### config.mk
export PLATFORM = sky130hd
export DESIGN_NAME = fib_lfsr_stepper
export DESIGN_NICKNAME = d
export VERILOG_FILES = /design/src/rtl/fib_lfsr_stepper.sv
export SDC_FILE = /design/constraint.sdc
export NUM_CORES = 1
export LEC_CHECK = 0
export CAP_MARGIN = 40
export CORE_UTILIZATION = 40
export DETAILED_ROUTE_END_ITERATION = 16
export PLACE_DENSITY = 0.66
export SKIP_LAST_GASP = 1
export SLEW_MARGIN = 20
export SYNTH_ARGS = -nofsm -noshare
export SYNTH_HDL_FRONTEND = slang
export SYNTH_SLANG_ARGS = --single-unit
### constraint.sdc
create_clock -name clk -period 2.42 [get_ports clk]
set_input_delay 0.242 -clock clk [delete_from_list [all_inputs] [get_ports clk]]
set_output_delay 0.242 -clock clk [all_outputs]
set_load 0.05 [all_outputs]
### src/rtl/fib_lfsr_stepper.sv
`timescale 1ns/1ps
// -----------------------------------------------------------------------------
// fib_lfsr_stepper
//
// Purpose:
//   Fibonacci LFSR engine paced by the slow divided clock from clock_div.
//   Everything runs in the fast clk domain. tick_clk is treated as data: it is
//   synchronised, rising-edge detected, and each detected edge (in RUN) or
//   each step pulse (in IDLE) advances the LFSR by one shift. A step counter
//   and a period-length capture support display and verification.
//
// Configuration:
//   LFSR_LOCKUP_GUARD_EN  When defined, the all-zero lock-up state can never be
//                         entered: a zero seed on load and any advance that
//                         would produce zero both substitute SEED_DEFAULT.
//                         When undefined, a zero seed is loaded verbatim and
//                         the register then stays at zero.
//
// Parameters:
//   WIDTH         LFSR length in bits (>= 3)
//   TAPS          feedback mask; bit i set => state[i] enters the XOR
//   SEED_DEFAULT  reset / fallback seed (nonzero)
//   COUNT_W       width of step_count and period_len
//
// Ports:
//   clk          in   system clock
//   rst          in   asynchronous reset, active-low
//   tick_clk     in   divided clock; only its rising edges are used
//   seed         in   seed captured on load
//   load         in   1-cycle pulse: load seed, clear step counter
//   run          in   level: 1 = advance on every tick
//   step         in   1-cycle pulse: single advance while IDLE
//   q            out  LFSR state
//   bit_out      out  MSB of q
//   step_valid   out  1-cycle pulse in the cycle after q advanced
//   step_count   out  advances since last load/reset (wraps silently)
//   period_wrap  out  1-cycle pulse when the new q equals the loaded seed
//   period_len   out  step_count (post-increment) captured at period_wrap
// -----------------------------------------------------------------------------
module fib_lfsr_stepper #(
    parameter int               WIDTH        = 8,
    parameter logic [WIDTH-1:0] TAPS         = 8'hB8,
    parameter logic [WIDTH-1:0] SEED_DEFAULT = 8'h01,
    parameter int               COUNT_W      = 16
) (
    input  logic               clk,
    input  logic               rst,
    input  logic               tick_clk,
    input  logic [WIDTH-1:0]   seed,
    input  logic               load,
    input  logic               run,
    input  logic               step,
    output logic [WIDTH-1:0]   q,
    output logic               bit_out,
    output logic               step_valid,
    output logic [COUNT_W-1:0] step_count,
    output logic               period_wrap,
    output logic [COUNT_W-1:0] period_len
);

    typedef enum logic {
        ST_IDLE = 1'b0,
        ST_RUN  = 1'b1
    } state_e;

    // -------------------------------------------------------------------------
    // tick_clk synchroniser and rising-edge detector
    // -------------------------------------------------------------------------
    logic sync1_q;
    logic sync2_q;
    logic prev_q;
    logic tick_pulse;

    // NOTE: sequential state is always assigned with <= so every flop samples
    // the pre-edge value of its neighbours; with = the chain would collapse
    // into a single stage and the edge detector would never fire.
    always_ff @(posedge clk or negedge rst) begin
        if (!rst) begin
            sync1_q <= 1'b0;
            sync2_q <= 1'b0;
            prev_q  <= 1'b0;
        end else begin
            sync1_q <= tick_clk;
            sync2_q <= sync1_q;
            prev_q  <= sync2_q;
        end
    end

    // High for exactly one clk after the synchronised level rises, so the
    // LFSR moves on the third clk edge after tick_clk goes high.
    assign tick_pulse = sync2_q & ~prev_q;

    // -------------------------------------------------------------------------
    // State registers
    // -------------------------------------------------------------------------
    state_e             state_q,  state_d;
    logic [WIDTH-1:0]   lfsr_q,   lfsr_d;
    logic [WIDTH-1:0]   seed_q,   seed_d;
    logic [COUNT_W-1:0] count_q,  count_d;
    logic [COUNT_W-1:0] plen_q,   plen_d;
    logic               valid_q,  valid_d;
    logic               wrap_q,   wrap_d;

    always_ff @(posedge clk or negedge rst) begin
        if (!rst) begin
            state_q <= ST_IDLE;
            lfsr_q  <= SEED_DEFAULT;
            seed_q  <= SEED_DEFAULT;
            count_q <= '0;
            plen_q  <= '0;
            valid_q <= 1'b0;
            wrap_q  <= 1'b0;
        end else begin
            state_q <= state_d;
            lfsr_q  <= lfsr_d;
            seed_q  <= seed_d;
            count_q <= count_d;
            plen_q  <= plen_d;
            valid_q <= valid_d;
            wrap_q  <= wrap_d;
        end
    end

    // -------------------------------------------------------------------------
    // Feedback and candidate values
    // -------------------------------------------------------------------------
    logic             fb;
    logic [WIDTH-1:0] shifted;
    logic [WIDTH-1:0] adv_value;
    logic [WIDTH-1:0] load_value;

    // Reduction XOR over the tapped bits.
    assign fb      = ^(lfsr_q & TAPS);
    assign shifted = {lfsr_q[WIDTH-2:0], fb};

`ifdef LFSR_LOCKUP_GUARD_EN
    // Zero is the only state a Fibonacci LFSR can never leave; steer around
    // it on both entry paths.
    assign adv_value  = (shifted == '0) ? SEED_DEFAULT : shifted;
    assign load_value = (seed == '0)    ? SEED_DEFAULT : seed;
`else
    assign adv_value  = shifted;
    assign load_value = seed;
`endif

    // -------------------------------------------------------------------------
    // Next-state logic: load > advance > hold
    // -------------------------------------------------------------------------
    logic advance;

    // NOTE: every signal driven here gets a default first; a path that left
    // one unassigned would make synthesis infer a latch to hold it.
    always_comb begin
        state_d = state_q;
        lfsr_d  = lfsr_q;
        seed_d  = seed_q;
        count_d = count_q;
        plen_d  = plen_q;
        valid_d = 1'b0;
        wrap_d  = 1'b0;
        advance = 1'b0;

        if (load) begin
            // Load wins over any step or tick in the same cycle and produces
            // no step_valid / period_wrap; period_len keeps its last capture.
            lfsr_d  = load_value;
            seed_d  = load_value;
            count_d = '0;
            state_d = run ? ST_RUN : ST_IDLE;
        end else begin
            unique case (state_q)
                ST_IDLE: begin
                    // Ticks are ignored here, so a coincident step and tick
                    // can only ever yield a single advance.
                    advance = step;
                    if (run) begin
                        state_d = ST_RUN;
                    end
                end
                ST_RUN: begin
                    // A tick arriving in the same cycle that run drops is
                    // still honoured; only later ticks are ignored.
                    advance = tick_pulse;
                    if (!run) begin
                        state_d = ST_IDLE;
                    end
                end
                default: begin
                    state_d = ST_IDLE;
                end
            endcase

            if (advance) begin
                lfsr_d  = adv_value;
                count_d = count_q + COUNT_W'(1);
                valid_d = 1'b1;
                // Compare against the value being written, so the flag lines
                // up with step_valid in the cycle q shows the new state.
                if (adv_value == seed_q) begin
                    wrap_d = 1'b1;
                    plen_d = count_d;
                end
            end
        end
    end

    // -------------------------------------------------------------------------
    // Outputs
    // -------------------------------------------------------------------------
    assign q           = lfsr_q;
    assign bit_out     = lfsr_q[WIDTH-1];
    assign step_valid  = valid_q;
    assign step_count  = count_q;
    assign period_wrap = wrap_q;
    assign period_len  = plen_q;

endmodule

After elaboration in Yosys (flattened, before gate mapping)
Cells that the tools add are included.
{"block": "totals", "ff_bits": 54, "output_inout_bits": 43, "inputBits": 14, "wordCells": 31}
{"block": "classes", "eq_ne": 1, "bitwise": 4, "add_sub_neg": 1, "reduce_logical": 3, "mux": 12}
{"op": "two-way mux 16 bit", "n": 2}
{"op": "adder 16 x 1 -> 16 bit (second input constant)", "n": 1}
{"op": "two-way mux 8 bit", "n": 2}
{"op": "== test 8 bit", "n": 1}
{"op": "parity 8 bit", "n": 1}
{"op": "two-way mux 1 bit", "n": 7}
{"op": "NOT 1 bit", "n": 3}
{"op": "AND reduction 3 bit", "n": 1}
{"op": "one-hot mux 1 bit (2 select lines)", "n": 1}
{"op": "nonzero test 2 bit", "n": 1}
{"op": "bitwise AND 1 bit", "n": 1}

Depth between registers and ports, before layout
Gate-level depths: netlist of the first run.
{"block": "logic_depth", "word_depth": 6, "mapped_depth": 6, "mapped_depth_nobuf": 6}

Least setup slack after synthesis of the first run
No wires, ideal clock.
{"block": "synth_timing", "path_type": "register -> register", "start": "register count_q[0], in the netlist step_count[0]", "end": "register plen_q[14], in the netlist period_len[14]", "setup_time_ns": 0.125, "arrival_ns": 2.145, "path_slack_ns": 0.150, "n_path_buf": 0, "t_required_ns": 2.295, "stages_incl_launch_ff": 7, "synth_period_minus_slack_ns": 2.270, "cell_sequence": "dfrtp_1 -> ha_1 -> nand3_1 -> nor4_2 -> nand3_1 -> xnor2_1 -> mux2_4"}
{"block": "synth_via", "elab_chain_cells": 1}
{"element": "start, declared", "line": "99", "text": "logic [COUNT_W-1:0] count_q, count_d;"}
{"element": "start signal, assigned", "line": "117", "text": "count_q <= count_d;"}
{"element": "adder 16 x 1 -> 16 bit", "line": "195", "text": "count_d = count_q + COUNT_W'(1);"}
{"element": "end signal, assigned", "line": "118", "text": "plen_q <= plen_d;"}
{"element": "end, declared", "line": "100", "text": "logic [COUNT_W-1:0] plen_q, plen_d;"}
No other way between the ends.
A chain may end at the register's enable or synchronous reset.

Worst setup path after layout of the first run
Ends and elaborated chain as after synthesis.

==> impl_metrics.ini, run 1 <==
[run_status]
outcome = complete, no violations

[synthesis]
postSynthRegisterBits = 54
yosysUniqueCellTypes = 29
share_of_the_yosys_chip_area_belonging_to_registers_pct = 53.30
post_synth_instance_area_sq_um = 2540
postSynthNetCount = 239
dominant_cells_by_area_after_synthesis = sky130_fd_sc_hd__dfrtp_1 (51%), sky130_fd_sc_hd__xnor2_1 (6.6%), sky130_fd_sc_hd__xor2_1 (6.2%), sky130_fd_sc_hd__mux2_4 (4.7%), sky130_fd_sc_hd__mux2i_1 (4.3%)
yosysTopAreaCellShare_pct = 51.23
avgSynthCellArea_sq_um = 11.34
synth.yosys.warnings = 0
gate_count_post_synth = 224
netlist.top_cell.by_area = sky130_fd_sc_hd__dfrtp_1

[worst_setup_path]
ff2ff_setup_slack_ns = 0.26
timing.rr.end = period_len[14]
worstPathCellList = ha_1 -> nand3_1 -> nor4_2 -> nand3_1 -> xnor2_1 -> mux2_4
path_max_fanout = 6
worst_setup_path_end_kind = register
worst-r2r-cell-count = 6
critical_path.startpoint = step_count[0]
most_prevalent_standard_cell_on_the_critical_path = sky130_fd_sc_hd__nand3_1
crit_path_max_incr_delay_ns = 0.50
cp.required_ns = 2.62
cp-start-kind = register
crit_arrival_ns = 2.36
worst_r2r_startpoint = step_count[0]
worst_path_max_delay_cell = sky130_fd_sc_hd__nor4_2
setup.worst_path.class = register to register

[power_and_ir_drop]
power.net_switching_uw = 530.9
internal_power_mw = 1.304
p_sw_share_pct = 28.93
ir_worst_vdd_v = 0.0002904
power.share.clock_pct = 28.6
combinational_power_share_pct = 17.7
power_mw = 1.835
power.share.sequential_pct = 53.6
leakage_nw = 1.512
cellPowerDensity_nw_per_um2 = 558.8

[floorplanning]
chipWidth_um = 81.69
floorplan.initialDensity_pct = 42.15
die_height_um = 81.69
io_count = 57
rows = 28
die_area_sq_um = 6672
coreArea_sq_um = 6026

[timing]
worstMarginPinSlew_ns = 0.5041
finalSetupViolCount = 0
fin_ws_ns = 0.2645
timing.final.max_slew_violations = 0
final.setup.tns_ns = 0
fin_crit_ns = 2.156
period_share_pct = 89.07
fin_worst_skew_ns = 0.006551
clock.fmax_ghz = 0.4639
unrepaired_setup_endpoints_after_global_routing = no
timing.max_slew.rel_slack_pct = 66.29
timing_hold_violations_final = 0
timing.hold.ws_ns = 0.3622

[min_path]
worstHoldPathCells = 1
hold_path.class = input port to register
holdPathEnd = sync1_q
hold_start = tick_clk

[placed_design]
placedCellCount = 351
dpl_worst_slack_ns = 0.2859
io_buffer_count = 56
detailedPlacementHpwl_mm = 3.552
final_weighted_congestion_in_routability_driven_placement = 0.7187

[clocking]
cts_htree_levels = 2
max-clock-path-buffers = 2
clockRootBuffer = sky130_fd_sc_hd__clkbuf_8
clk_latency_ns = 0.31
cts.sinks = 54
cts_inserted_buffers = 5
tritoncts = done
cts.hold.buffers_added = 1
clk_pin_slew_worst_paths_ns = 0.10
cts_post_setup_buffers_inserted = 0
cts_repair_resize_count = 0

[drt]
wl_mm = 4.973
antenna_violating_nets_post_route = 0
drtIter0Drc = 109
route.vias.total = 1747
drc_violation_count_after_routing = 0
routed_wire_length_per_instance_um = 13.81
detail_route.first_pass.iterations = 4
dr_vias_cell = 4.853

[finish]
layout.cells.non_filler = 360
filler_cell_count = 560
drive_gt1_share_pct = 12.63
syn2layout_area_growth_pct = 29.31
layout_commonest_cell = sky130_fd_sc_hd__clkdlybuf4s50_1
layout.nets = 299
most-common-layout-cells = sky130_fd_sc_hd__clkdlybuf4s50_1 (55), sky130_fd_sc_hd__dfrtp_1 (52), sky130_fd_sc_hd__nor2_1 (22)
antennaDiodeCount = 0

[global_route]
grt_max_degree = 41
antenna_violations_before_repair = 0
first_global_vias = 1721
grt_overflow = 0
wire_length_of_the_first_global_routing_pass_mm = 8.286
groute.usage.overall_pct = 16.97

[job]
max_cap_viol_count = 0
-- registers in the layout, summed over array words and instances, names as in the netlist, 8 cells and up --
register	count
seed_q	8
period_len	16
q	8
step_count	16
-- synth_stat cells --
library cell	count
sky130_fd_sc_hd__buf_6	1
sky130_fd_sc_hd__nor3_1	7
sky130_fd_sc_hd__xnor2_2	1
sky130_fd_sc_hd__o21ai_0	18
sky130_fd_sc_hd__nand3_1	4
sky130_fd_sc_hd__or3_1	5
sky130_fd_sc_hd__ha_1	1
sky130_fd_sc_hd__clkbuf_1	4
sky130_fd_sc_hd__nor2_1	22
sky130_fd_sc_hd__xor2_1	18
sky130_fd_sc_hd__nand4_1	2
sky130_fd_sc_hd__nand2_1	14
sky130_fd_sc_hd__buf_2	2
sky130_fd_sc_hd__dfstp_2	2
sky130_fd_sc_hd__inv_1	12
sky130_fd_sc_hd__nor4_2	2
sky130_fd_sc_hd__or2_2	1
sky130_fd_sc_hd__buf_4	1
sky130_fd_sc_hd__nand4b_1	1
sky130_fd_sc_hd__mux2_4	8
sky130_fd_sc_hd__dfrtp_1	52
sky130_fd_sc_hd__xnor2_1	19
sky130_fd_sc_hd__nor2b_1	3
sky130_fd_sc_hd__mux2i_1	11
sky130_fd_sc_hd__nand2b_1	1
sky130_fd_sc_hd__nand4b_4	1
sky130_fd_sc_hd__a21oi_1	2
sky130_fd_sc_hd__nor4_1	2
sky130_fd_sc_hd__mux2_2	7
-- worst max-delay path, delay by kind of cell (launching register included) --
family / cells / cell delay (ns)
xor gates and xnor gates: 1 / 0.14
muxes: 1 / 0.26
adders and majority gates: 1 / 0.25
DFF: 1 / 0.48
and+or+nand+nor: 3 / 0.93
-- cells by family (layout without fill, tap and decap cells) --
| family | count (synthesis) | after routing | share of synthesized area, % |
|---|---|---|---|
| fa+ha+maj | 1 | 1 | 0.4925 |
| mux | 26 | 26 | 12.17 |
| buf+inv | 20 | 81 | 3.497 |
| simple gates | 65 | 65 | 13.20 |
| compound gates | 20 | 20 | 3.941 |
| xor+xnor | 38 | 38 | 13.40 |
| flops | 54 | 54 | 53.30 |
-- stage by stage --
stage	cell area [sq um]	utilization, %
CTS	3284	54.51
detailed placement	3179	52.76
floorplan	2540	-
global route	3284	54.51
finish	3284	54.51
global placement	3179	52.76
-- per-layer routing --
layer	GRT usage (%)	part of all wire [%]
met5	0	0
met4	5.789	1.4
met3	4.778	5.2
met2	28.25	48
met1	21.12	45
-- power by group through the flow --
stage | logic (mW) | registers [mW] | clock network (mW)
5_1_grt | 0.349 | 0.990 | 0.584
2_1_floorplan | 0.133 | 1.07 | 0
6_report | 0.326 | 0.984 | 0.526
3_5_place_dp | 0.330 | 1.00 | 0
4_1_cts | 0.332 | 0.985 | 0.545
3_3_place_gp | 0.326 | 1.00 | 0
-- worst max path at each step --
| stage | slack, ns | endpoint |
|---|---|---|
| finish | 0.26 | period_len[14] |
| global route | 0.12 | period_len[14] |
| CTS | 0.27 | period_len[14] |
| detailed placement | 0.29 | period_len[14] |
| global placement | 0.31 | period_len[14] |
| floorplan | 0.15 | period_len[14] |
-- final cells by class --
| cell class | count | area [sq um] | share of cell area, % |
|---|---|---|---|
| multi-input cells | 150 | 1101 | 33.52 |
| repair buffers | 61 | 595.6 | 18.13 |
| flip-flops and latches | 54 | 1354 | 41.22 |
| clock inverters | 2 | 12.51 | 0.3810 |
| well taps | 75 | 93.84 | 2.857 |
| clock buffers | 6 | 82.58 | 2.514 |
| inverters | 12 | 45.04 | 1.371 |
Note: power is estimated with default switching activity, not from simulation.
==> inputs of run 2 (changes only) <==
Settings changed: CAP_MARGIN 40 to 10.
==> results of run 2 <==
Same layout as run 1: the final DEF is identical, and so are final timing and power.
